File: src/rtl/rf_write_queue_if.sv
`default_nettype none
// ============================================================================
// Module   : rf_write_queue_if
// Brief    : Producer, register-file write port and bypass bundle for
//            rf_write_queue.
// Revision : 1.0 - initial release
// ============================================================================
interface rf_write_queue_if;
    logic        a_valid;
    logic [3:0]  a_reg;
    logic [15:0] a_data;
    logic        a_ready;
    logic        b_valid;
    logic [3:0]  b_reg;
    logic [15:0] b_data;
    logic        b_ready;
    logic        WriteReg;
    logic [3:0]  DstReg;
    logic [15:0] DstData;
    logic [3:0]  SrcReg1;
    logic [3:0]  SrcReg2;
    logic        byp_hit1;
    logic        byp_hit2;
    logic [15:0] byp_data1;
    logic [15:0] byp_data2;
    logic        idle;

    modport slave (
        input  a_valid, a_reg, a_data, b_valid, b_reg, b_data, SrcReg1, SrcReg2,
        output a_ready, b_ready, WriteReg, DstReg, DstData,
               byp_hit1, byp_hit2, byp_data1, byp_data2, idle
    );

    modport master (
        output a_valid, a_reg, a_data, b_valid, b_reg, b_data, SrcReg1, SrcReg2,
        input  a_ready, b_ready, WriteReg, DstReg, DstData,
               byp_hit1, byp_hit2, byp_data1, byp_data2, idle
    );
endinterface
`default_nettype wire

File: src/rtl/rf_write_queue.sv
`default_nettype none
// ============================================================================
// Module   : rf_write_queue
// Brief    : Two-producer in-order write queue feeding the register file's
//            single write port, with a combinational bypass lookup.
// Revision : 1.0 - initial release
// ============================================================================
module rf_write_queue #(
    parameter int DEPTH = 4
) (
    input  wire logic          clk,
    input  wire logic          rst,
    rf_write_queue_if.slave    bus
);
    localparam int c_PTR_W = $clog2(DEPTH);
    localparam int c_CNT_W = c_PTR_W + 1;
    localparam logic [c_CNT_W-1:0] c_LIM1 = c_CNT_W'(DEPTH - 1);
    localparam logic [c_CNT_W-1:0] c_LIM2 = c_CNT_W'(DEPTH - 2);

    logic [c_PTR_W-1:0] r_wrPtr;
    logic [c_PTR_W-1:0] r_rdPtr;
    logic [c_CNT_W-1:0] r_count;
    logic [3:0]         r_memReg  [DEPTH];
    logic [15:0]        r_memData [DEPTH];
    logic               r_writeReg;
    logic [3:0]         r_dstReg;
    logic [15:0]        r_dstData;

    logic               w_aReady;
    logic               w_bReady;
    logic               w_aPush;
    logic               w_bPush;
    logic               w_pop;
    logic [c_PTR_W-1:0] w_bIdx;
    logic [c_PTR_W-1:0] w_slotIdx [DEPTH];
    logic               w_slotVld [DEPTH];
    logic               w_hit1;
    logic               w_hit2;
    logic [15:0]        w_data1;
    logic [15:0]        w_data2;

    // Ready looks only at the registered count, never at this cycle's pop.
    assign w_aReady = (r_count <= c_LIM1);
    assign w_bReady = bus.a_valid ? (r_count <= c_LIM2) : (r_count <= c_LIM1);

    // Register-0 writes complete the handshake but are dropped here.
    assign w_aPush = bus.a_valid && w_aReady && (bus.a_reg != 4'd0);
    assign w_bPush = bus.b_valid && w_bReady && (bus.b_reg != 4'd0);
    assign w_pop   = (r_count != '0);
    assign w_bIdx  = r_wrPtr + c_PTR_W'(w_aPush);

    always_ff @(posedge clk) begin
        if (rst) begin
            r_wrPtr    <= '0;
            r_rdPtr    <= '0;
            r_count    <= '0;
            r_writeReg <= 1'b0;
            r_dstReg   <= '0;
            r_dstData  <= '0;
        end else begin
            r_wrPtr    <= r_wrPtr + c_PTR_W'(w_aPush) + c_PTR_W'(w_bPush);
            r_count    <= r_count + c_CNT_W'(w_aPush) + c_CNT_W'(w_bPush)
                          - c_CNT_W'(w_pop);
            r_writeReg <= w_pop;
            if (w_pop) begin
                r_rdPtr   <= r_rdPtr + c_PTR_W'(1);
                r_dstReg  <= r_memReg[r_rdPtr];
                r_dstData <= r_memData[r_rdPtr];
            end
        end
    end

    // Storage needs no reset; occupancy is tracked by the count alone.
    always_ff @(posedge clk) begin
        if (w_aPush) begin
            r_memReg[r_wrPtr]  <= bus.a_reg;
            r_memData[r_wrPtr] <= bus.a_data;
        end
        if (w_bPush) begin
            r_memReg[w_bIdx]  <= bus.b_reg;
            r_memData[w_bIdx] <= bus.b_data;
        end
    end

    // Slot i is the i-th oldest entry counted from the head.
    for (genvar i = 0; i < DEPTH; i++) begin : g_slot
        assign w_slotIdx[i] = r_rdPtr + c_PTR_W'(i);
        assign w_slotVld[i] = (c_CNT_W'(i) < r_count);
    end

    // Scan oldest to youngest so the youngest matching entry wins.
    always_comb begin
        w_hit1  = 1'b0;
        w_hit2  = 1'b0;
        w_data1 = '0;
        w_data2 = '0;
        if (r_writeReg && (r_dstReg == bus.SrcReg1)) begin
            w_hit1  = 1'b1;
            w_data1 = r_dstData;
        end
        if (r_writeReg && (r_dstReg == bus.SrcReg2)) begin
            w_hit2  = 1'b1;
            w_data2 = r_dstData;
        end
        for (int i = 0; i < DEPTH; i++) begin
            if (w_slotVld[i] && (r_memReg[w_slotIdx[i]] == bus.SrcReg1)) begin
                w_hit1  = 1'b1;
                w_data1 = r_memData[w_slotIdx[i]];
            end
            if (w_slotVld[i] && (r_memReg[w_slotIdx[i]] == bus.SrcReg2)) begin
                w_hit2  = 1'b1;
                w_data2 = r_memData[w_slotIdx[i]];
            end
        end
        if (bus.SrcReg1 == 4'd0) begin
            w_hit1  = 1'b0;
            w_data1 = '0;
        end
        if (bus.SrcReg2 == 4'd0) begin
            w_hit2  = 1'b0;
            w_data2 = '0;
        end
    end

    assign bus.a_ready   = w_aReady;
    assign bus.b_ready   = w_bReady;
    assign bus.WriteReg  = r_writeReg;
    assign bus.DstReg    = r_dstReg;
    assign bus.DstData   = r_dstData;
    assign bus.byp_hit1  = w_hit1;
    assign bus.byp_hit2  = w_hit2;
    assign bus.byp_data1 = w_data1;
    assign bus.byp_data2 = w_data2;
    assign bus.idle      = (r_count == '0) && !r_writeReg;

endmodule
`default_nettype wire

File: src/flat_wrapper.sv
// flat-port wrapper written by rule: the top's interface ports become plain ports
module rf_write_queue_flat 
#(
    parameter int DEPTH = 4
)
  (clk, rst, bus_a_valid, bus_a_reg, bus_a_data, bus_b_valid, bus_b_reg, bus_b_data, bus_SrcReg1, bus_SrcReg2, bus_a_ready, bus_b_ready, bus_WriteReg, bus_DstReg, bus_DstData, bus_byp_hit1, bus_byp_hit2, bus_byp_data1, bus_byp_data2, bus_idle);
  rf_write_queue_if bus_i ();
  input  wire logic clk;
  input  wire logic rst;
  input wire logic [$bits(bus_i.a_valid)-1:0] bus_a_valid;
  input wire logic [$bits(bus_i.a_reg)-1:0] bus_a_reg;
  input wire logic [$bits(bus_i.a_data)-1:0] bus_a_data;
  input wire logic [$bits(bus_i.b_valid)-1:0] bus_b_valid;
  input wire logic [$bits(bus_i.b_reg)-1:0] bus_b_reg;
  input wire logic [$bits(bus_i.b_data)-1:0] bus_b_data;
  input wire logic [$bits(bus_i.SrcReg1)-1:0] bus_SrcReg1;
  input wire logic [$bits(bus_i.SrcReg2)-1:0] bus_SrcReg2;
  output wire logic [$bits(bus_i.a_ready)-1:0] bus_a_ready;
  output wire logic [$bits(bus_i.b_ready)-1:0] bus_b_ready;
  output wire logic [$bits(bus_i.WriteReg)-1:0] bus_WriteReg;
  output wire logic [$bits(bus_i.DstReg)-1:0] bus_DstReg;
  output wire logic [$bits(bus_i.DstData)-1:0] bus_DstData;
  output wire logic [$bits(bus_i.byp_hit1)-1:0] bus_byp_hit1;
  output wire logic [$bits(bus_i.byp_hit2)-1:0] bus_byp_hit2;
  output wire logic [$bits(bus_i.byp_data1)-1:0] bus_byp_data1;
  output wire logic [$bits(bus_i.byp_data2)-1:0] bus_byp_data2;
  output wire logic [$bits(bus_i.idle)-1:0] bus_idle;
  assign bus_i.a_valid = bus_a_valid;
  assign bus_i.a_reg = bus_a_reg;
  assign bus_i.a_data = bus_a_data;
  assign bus_i.b_valid = bus_b_valid;
  assign bus_i.b_reg = bus_b_reg;
  assign bus_i.b_data = bus_b_data;
  assign bus_i.SrcReg1 = bus_SrcReg1;
  assign bus_i.SrcReg2 = bus_SrcReg2;
  assign bus_a_ready = bus_i.a_ready;
  assign bus_b_ready = bus_i.b_ready;
  assign bus_WriteReg = bus_i.WriteReg;
  assign bus_DstReg = bus_i.DstReg;
  assign bus_DstData = bus_i.DstData;
  assign bus_byp_hit1 = bus_i.byp_hit1;
  assign bus_byp_hit2 = bus_i.byp_hit2;
  assign bus_byp_data1 = bus_i.byp_data1;
  assign bus_byp_data2 = bus_i.byp_data2;
  assign bus_idle = bus_i.idle;
  rf_write_queue #(.DEPTH(DEPTH)) u_core (.clk(clk), .rst(rst), .bus(bus_i));
endmodule
File: config.mk
export PLATFORM = sky130hd
export DESIGN_NAME = rf_write_queue_flat
export DESIGN_NICKNAME = d
export VERILOG_FILES = /design/src/rtl/rf_write_queue_if.sv /design/src/rtl/rf_write_queue.sv /design/src/flat_wrapper.sv
export SDC_FILE = /design/constraint.sdc
export NUM_CORES = 1
export LEC_CHECK = 0
export ABC_AREA = 1
export ABC_CLOCK_PERIOD_IN_PS = 2900
export CORE_MARGIN = 2
export CORE_UTILIZATION = 52
export DETAILED_ROUTE_END_ITERATION = 10
export GPL_TIMING_DRIVEN = 0
export PLACE_DENSITY = 0.85
export SLEW_MARGIN = 20
export SYNTH_ARGS = -nofsm -noshare
export SYNTH_HDL_FRONTEND = slang
export SYNTH_SLANG_ARGS = --single-unit
File: constraint.sdc
create_clock -name clk -period 2.9 [get_ports clk]
set_input_delay 0.58 -clock clk [delete_from_list [all_inputs] [get_ports clk]]
set_output_delay 0.58 -clock clk [all_outputs]
set_load 0.005 [all_outputs]
Word-level counts from Yosys, hierarchy flattened

Memory sizes are Yosys's and may differ from the RTL's. A register that Yosys moved wholly into a read port is not among the register bits.
Cells that the tools add are included.

Flip-flop bits (word level): 28
Bits in writable memories: 80
Input bits: 52
Output and inout bits: 58
Word-level logic and storage cells: 87
Memories kept: 2

Memories:

| name             | depth | width | rd ports | clocked after Yosys merged registers in | write ports | RTL line             | RTL |
|---|---|---|---|---|---|---|---|
| u_core.r_memData | 4     | 16    | 4        | 1                                       | 2           | rf_write_queue.sv:24 | `logic [15:0] r_memData [DEPTH];` |
| u_core.r_memReg  | 4     | 4     | 4        | 1                                       | 2           | rf_write_queue.sv:23 | `logic [3:0] r_memReg [DEPTH];` |

$add $sub $neg: 8
Order comparisons: 6
Eq/ne operators: 10
Mux-type cells: 33
Reduce and logical (&&, ||, !) cells: 22

Operators with widths:

| kind                | number |
|---|---|
| $mux 16             | 12 |
| $eq 4x4->1          | 10 |
| $mux 1              | 17 |
| $logic_and 1x1->1   | 15 |
| $logic_not 4->1     | 2 |
| $mux 2              | 4 |
| $reduce_bool 4->1   | 2 |
| $add 3x1->3         | 2 |
| $le 3x2->1 const B  | 2 |
| $lt 1x3->1 const A  | 2 |
| $lt 2x3->1 const A  | 2 |
| $add 2x1->2         | 2 |
| $add 2x2->2 const B | 2 |
| $logic_not 3->1     | 1 |
| $reduce_bool 3->1   | 1 |
| $sub 3x1->3         | 1 |
| $add 2x1->2 const B | 1 |
| $logic_not 1->1     | 1 |

Logic depth before layout (Yosys ltp)

Word-level depth: 8
Gate-level depth with buffers: 16
Gate-level depth less buffers: 13

Worst setup path before layout

Ideal clock, no wire load.

Path kind: register to register
From: register u_core.r_count[2]
To: memory u_core.r_memData[2][0], enable pin
Library setup time: 428 ps
Arrival time: 2801 ps
Required time: 2472 ps
Setup slack: -329 ps
Cell stages (with the launch flop): 8
Buffers on the path: 0
Clock period less this slack: 3229 ps
Cell sequence: dfxtp_1 inv_1 ha_1 a31oi_2 nand2_1 nor2_1 inv_1 o31ai_1

RTL lines:

| what                     | RTL line             | RTL |
|---|---|---|
| start: declaration       | rf_write_queue.sv:22 | `logic [c_CNT_W-1:0] r_count;` |
| start signal: assignment | rf_write_queue.sv:62 | `r_count <= r_count + c_CNT_W'(w_aPush) + c_CNT_W'(w_bPush)` |
| end: declaration         | rf_write_queue.sv:24 |  |

Worst setup path after layout

From: register u_core.r_rdPtr[0]
To: output port bus_byp_data2[8]

Cells in the longest elaborated chain, start to end: 8
Elaborated cells on any way between the ends: 15
Classes of those cells: add/sub: 3; eq/ne: 3; mux: 4; reduce/logical: 3; memory: 2

RTL lines:

| what                     | RTL line              | RTL |
|---|---|---|
| start: declaration       | rf_write_queue.sv:21  | `logic [c_PTR_W-1:0] r_rdPtr;` |
| start signal: assignment | rf_write_queue.sv:66  | `r_rdPtr <= r_rdPtr + c_PTR_W'(1);` |
| $add 2x1->2              | rf_write_queue.sv:87  | `assign w_slotIdx[i] = r_rdPtr + c_PTR_W'(i);` |
| $mem_v2 4x4              | --                    |  |
| $eq 4x4->1               | rf_write_queue.sv:110 | `if (w_slotVld[i] && (r_memReg[w_slotIdx[i]] == bus.SrcReg2)) begin` |
| $logic_and 1x1->1        | rf_write_queue.sv:110 |  |
| $mux 16 (2 in series)    | rf_write_queue.sv:110 |  |
| $mux 16 (*)              | rf_write_queue.sv:110 |  |
| $mux 16 (*)              | rf_write_queue.sv:119 | `if (bus.SrcReg2 == 4'd0) begin` |
| end: declaration         | flat_wrapper.sv:26    | `output wire logic [$bits(bus_i.byp_data2)-1:0] bus_byp_data2;` |

Every way passes the cells marked *; elsewhere a longest branch is shown, timed or not.

==> flow_summary.toml <==
[run_status]
status = "complete, but fails checks"
violations = "negative setup slack"

[detailed_routing]
ant_nets = 0
drtIter0Drc = 1593
routedWlPerCell_um = 20.7
drt-total-wl_um = 38600
vias_per_cell = 6.20
vias = 11600
drc = 0
first_pass_iters = 6

[global_route]
overflow = 0
antenna_found_initial = 0
grt_pass1_wl_um = 55900
grt_pass1_vias = 10300
track_usage = 0.393
grt_max_degree = 21

[sta]
skew_ns = 0.00699
hold_viol = 0
finalCriticalPeriod_ns = 3.26
whs_ns = 0.574
finalWorstSetupSlack_ns = -0.365
fmax_ghz = 0.306
report.final.slew_viol_count = 0
tightest_slew_ns = 0.660
final.setup.tns_ns = -8.58
slew-limit-headroom = 0.560
rsz0062_at_grt = "yes"
fin_crit_sh = 1.13
setup_violations = 34

[clocking]
clkTransAtPathRegs_ns = 0.08
ctsHoldBuffers = 0
cts.htree.levels = 3
tritoncts = "done"
cts_buffer_depth = 2
clock-sinks = 110
insertion_delay_ns = 0.37
clock-root-buffer = "clkbuf_16"
cts-buffers-inserted = 9

[worst_setup_path]
crit_buf_inv = 5
critPathTopFamily = "buffers and inverters"
cp.required_ns = 2.32
slowest_delay_ns = 0.36
path_cells = "buf_12 -> buf_12 -> buf_4 -> buf_4 -> o21ai_0 -> nand2_1 -> o21ai_1 -> nor2_1 -> nor2_1 -> nand2_2 -> a21oi_2 -> buf_2"
cp_max_fo = 10
critPathSlowestCell = "o21ai_0"
cp-end-kind = "output pin"
critPathKind = "reg2out"
arrival_ns = 2.68
start_kind = "register"

[flow_run]
drv_cap = 0

[yosys]
ys_warn_count = 0
syn_nets = 1491
synthFlopType = "edfxtp_1"
ys_seq_area_frac = 0.327
synth_area_sq_mm = 0.00919
syn_area_per_cell_sq_um = 6.42
synth_top_family_by_area = "simple AND/OR/NAND/NOR gates"
ys_ff_latch = 110
synth_most_common_cell = "nand2_1"
synth.distinct_cells = 48
synth_commonest_cells = "369 x nand2_1, 229 x o21ai_0, 181 x inv_1"
synth_compound_area_frac = 0.222
synth_enable_flop_cells = 80
synth-xor-area-share = 0.0131
yosys.area_share.simple = 0.306
synth.area.top_cells = "edfxtp_1 26%, nand2_1 15%, o21ai_0 12%, inv_1 7.4%, nand3_1 7.2%"
synthAdderAreaFrac = 0.0112
synthArstFlopShare = 0
yosysTopAreaCellShare = 0.261
syn_inst = 1432
synth.mux.area_fraction = 0
yosys.area.top_type = "edfxtp_1"

[min_path]
hold_path_class = "reg2reg"

[layout]
instances_no_fill = 1867
synthToLayoutAreaGrowth_pct = 39.8
layout-drive-gt1-share = 0.262
antenna_cells = 0
fin_nets = 1696
finish.utilization = 0.743

[floorplanning]
io_pins = 110
core-area_sq_mm = 0.0173
dieArea_sq_mm = 0.0188
die_x_um = 137
die_h_um = 137
rows = 48
initial_core_util = 0.531

[power_and_ir_drop]
cellLeakagePower_nw = 5.77
powerDensity_mw_per_mm2 = 1150
power_mw = 14.7
max-vdd-ir-drop_mv = 0.866

[placed_design]
gp_congestion = 0.983
dp.cells = 1765
place_hpwl_um = 26600
io_buffer_count = 106
## worst min-delay path, cell delays in order (launching register included)
cell and delay (ns):
dfxtp_1 0.33, o21ai_0 0.15, a21oi_1 0.05
## layout by cell type, fill, tap and decap left out, drive strengths merged, types with 2 or more instances in the layout
cell             n
o21ai          235
inv            195
fa               2
buf            152
clkbuf          62
o22ai           17
xor2            11
nand3          135
nor3             3
dfxtp           30
clkinv           4
clkdlybuf4s50   67
a21oi           67
or2             15
edfxtp          80
nor4             2
a31oi           18
a22oi            3
o31ai            2
dlygate4sd2      5
nor2            99
o211ai          15
a221oi          15
nand4           23
ha               5
nand2          374
## registers in the layout, indices dropped and copies added, names as in the netlist, named ones only
name,cells
u_core.r_memReg,16
u_core.r_memData,64
u_core.bus.DstData,16
u_core.bus.WriteReg,1
u_core.bus.DstReg,4
u_core.r_rdPtr,2
u_core.r_wrPtr,2
u_core.r_count,3
## through the flow
stage          instance area, sq um  setup slack (ns)
2_1_floorplan                  9200            -0.329
4_1_cts                       12400            -0.211
3_5_place_dp                  10600             -1.08
5_1_grt                       12900            -0.393
6_report                      12900            -0.365
3_3_place_gp                  10500             -1.74
## final cells by class
| type | count | area (sq um) |
|---|---|---|
| buffer | 86 | 663 |
| clock buffer | 9 | 225 |
| clock inverter | 7 | 61.3 |
| fill | 1281 | 4440 |
| inverter | 192 | 751 |
| multi-input combinational | 1046 | 6140 |
| sequential | 110 | 3010 |
| tap | 225 | 282 |
| timing repair buffer | 192 | 1720 |
## report_power, final
group	switching [mW]	internal, mW
sequential	0.466	2.38
clock	0.657	0.605
combinational	6.70	3.92
total	7.82	6.90
## path summary, 6_finish.rpt
check,start,endpoint,slack (ns),cells after the start
worst max-delay path,u_core.r_rdPtr[0],bus_byp_data2[8],-0.36,12
worst min-delay path,u_core.bus.DstReg[0],u_core.bus.DstReg[0],0.57,2
worst max register to register,u_core.r_count[2],u_core.r_memData[1][4],0.06,11
worst min register to register,u_core.bus.DstReg[0],u_core.bus.DstReg[0],0.57,2
## cell families (layout without fill, tap and decap cells)
| family | after synthesis | in the layout |
|---|---|---|
| and+or+nand+nor | 653 | 653 |
| AOI/OAI and AO/OA | 372 | 374 |
| buffers and inverters | 278 | 486 |
| DFF | 110 | 110 |
| xor gates and xnor gates | 12 | 12 |
| adders and majority gates | 7 | 7 |
## repair_timing
item / CTS / global route
buffers inserted: 59 / 14
cloned: 10 / 3
endpoints found under the setup margin: 144 / 172
gates resized for setup: 452 / 131
pin swaps: 85 / 64
## metal layers
layer	vias up	share of wire	global-route usage
li1	5202	-	-
met1	5212	0.39	0.534
met2	979	0.44	0.596
met3	179	0.13	0.0889
met4	0	0.044	0.178
met5	-	0	0
No activity file was read; power rests on OpenSTA's default activity.
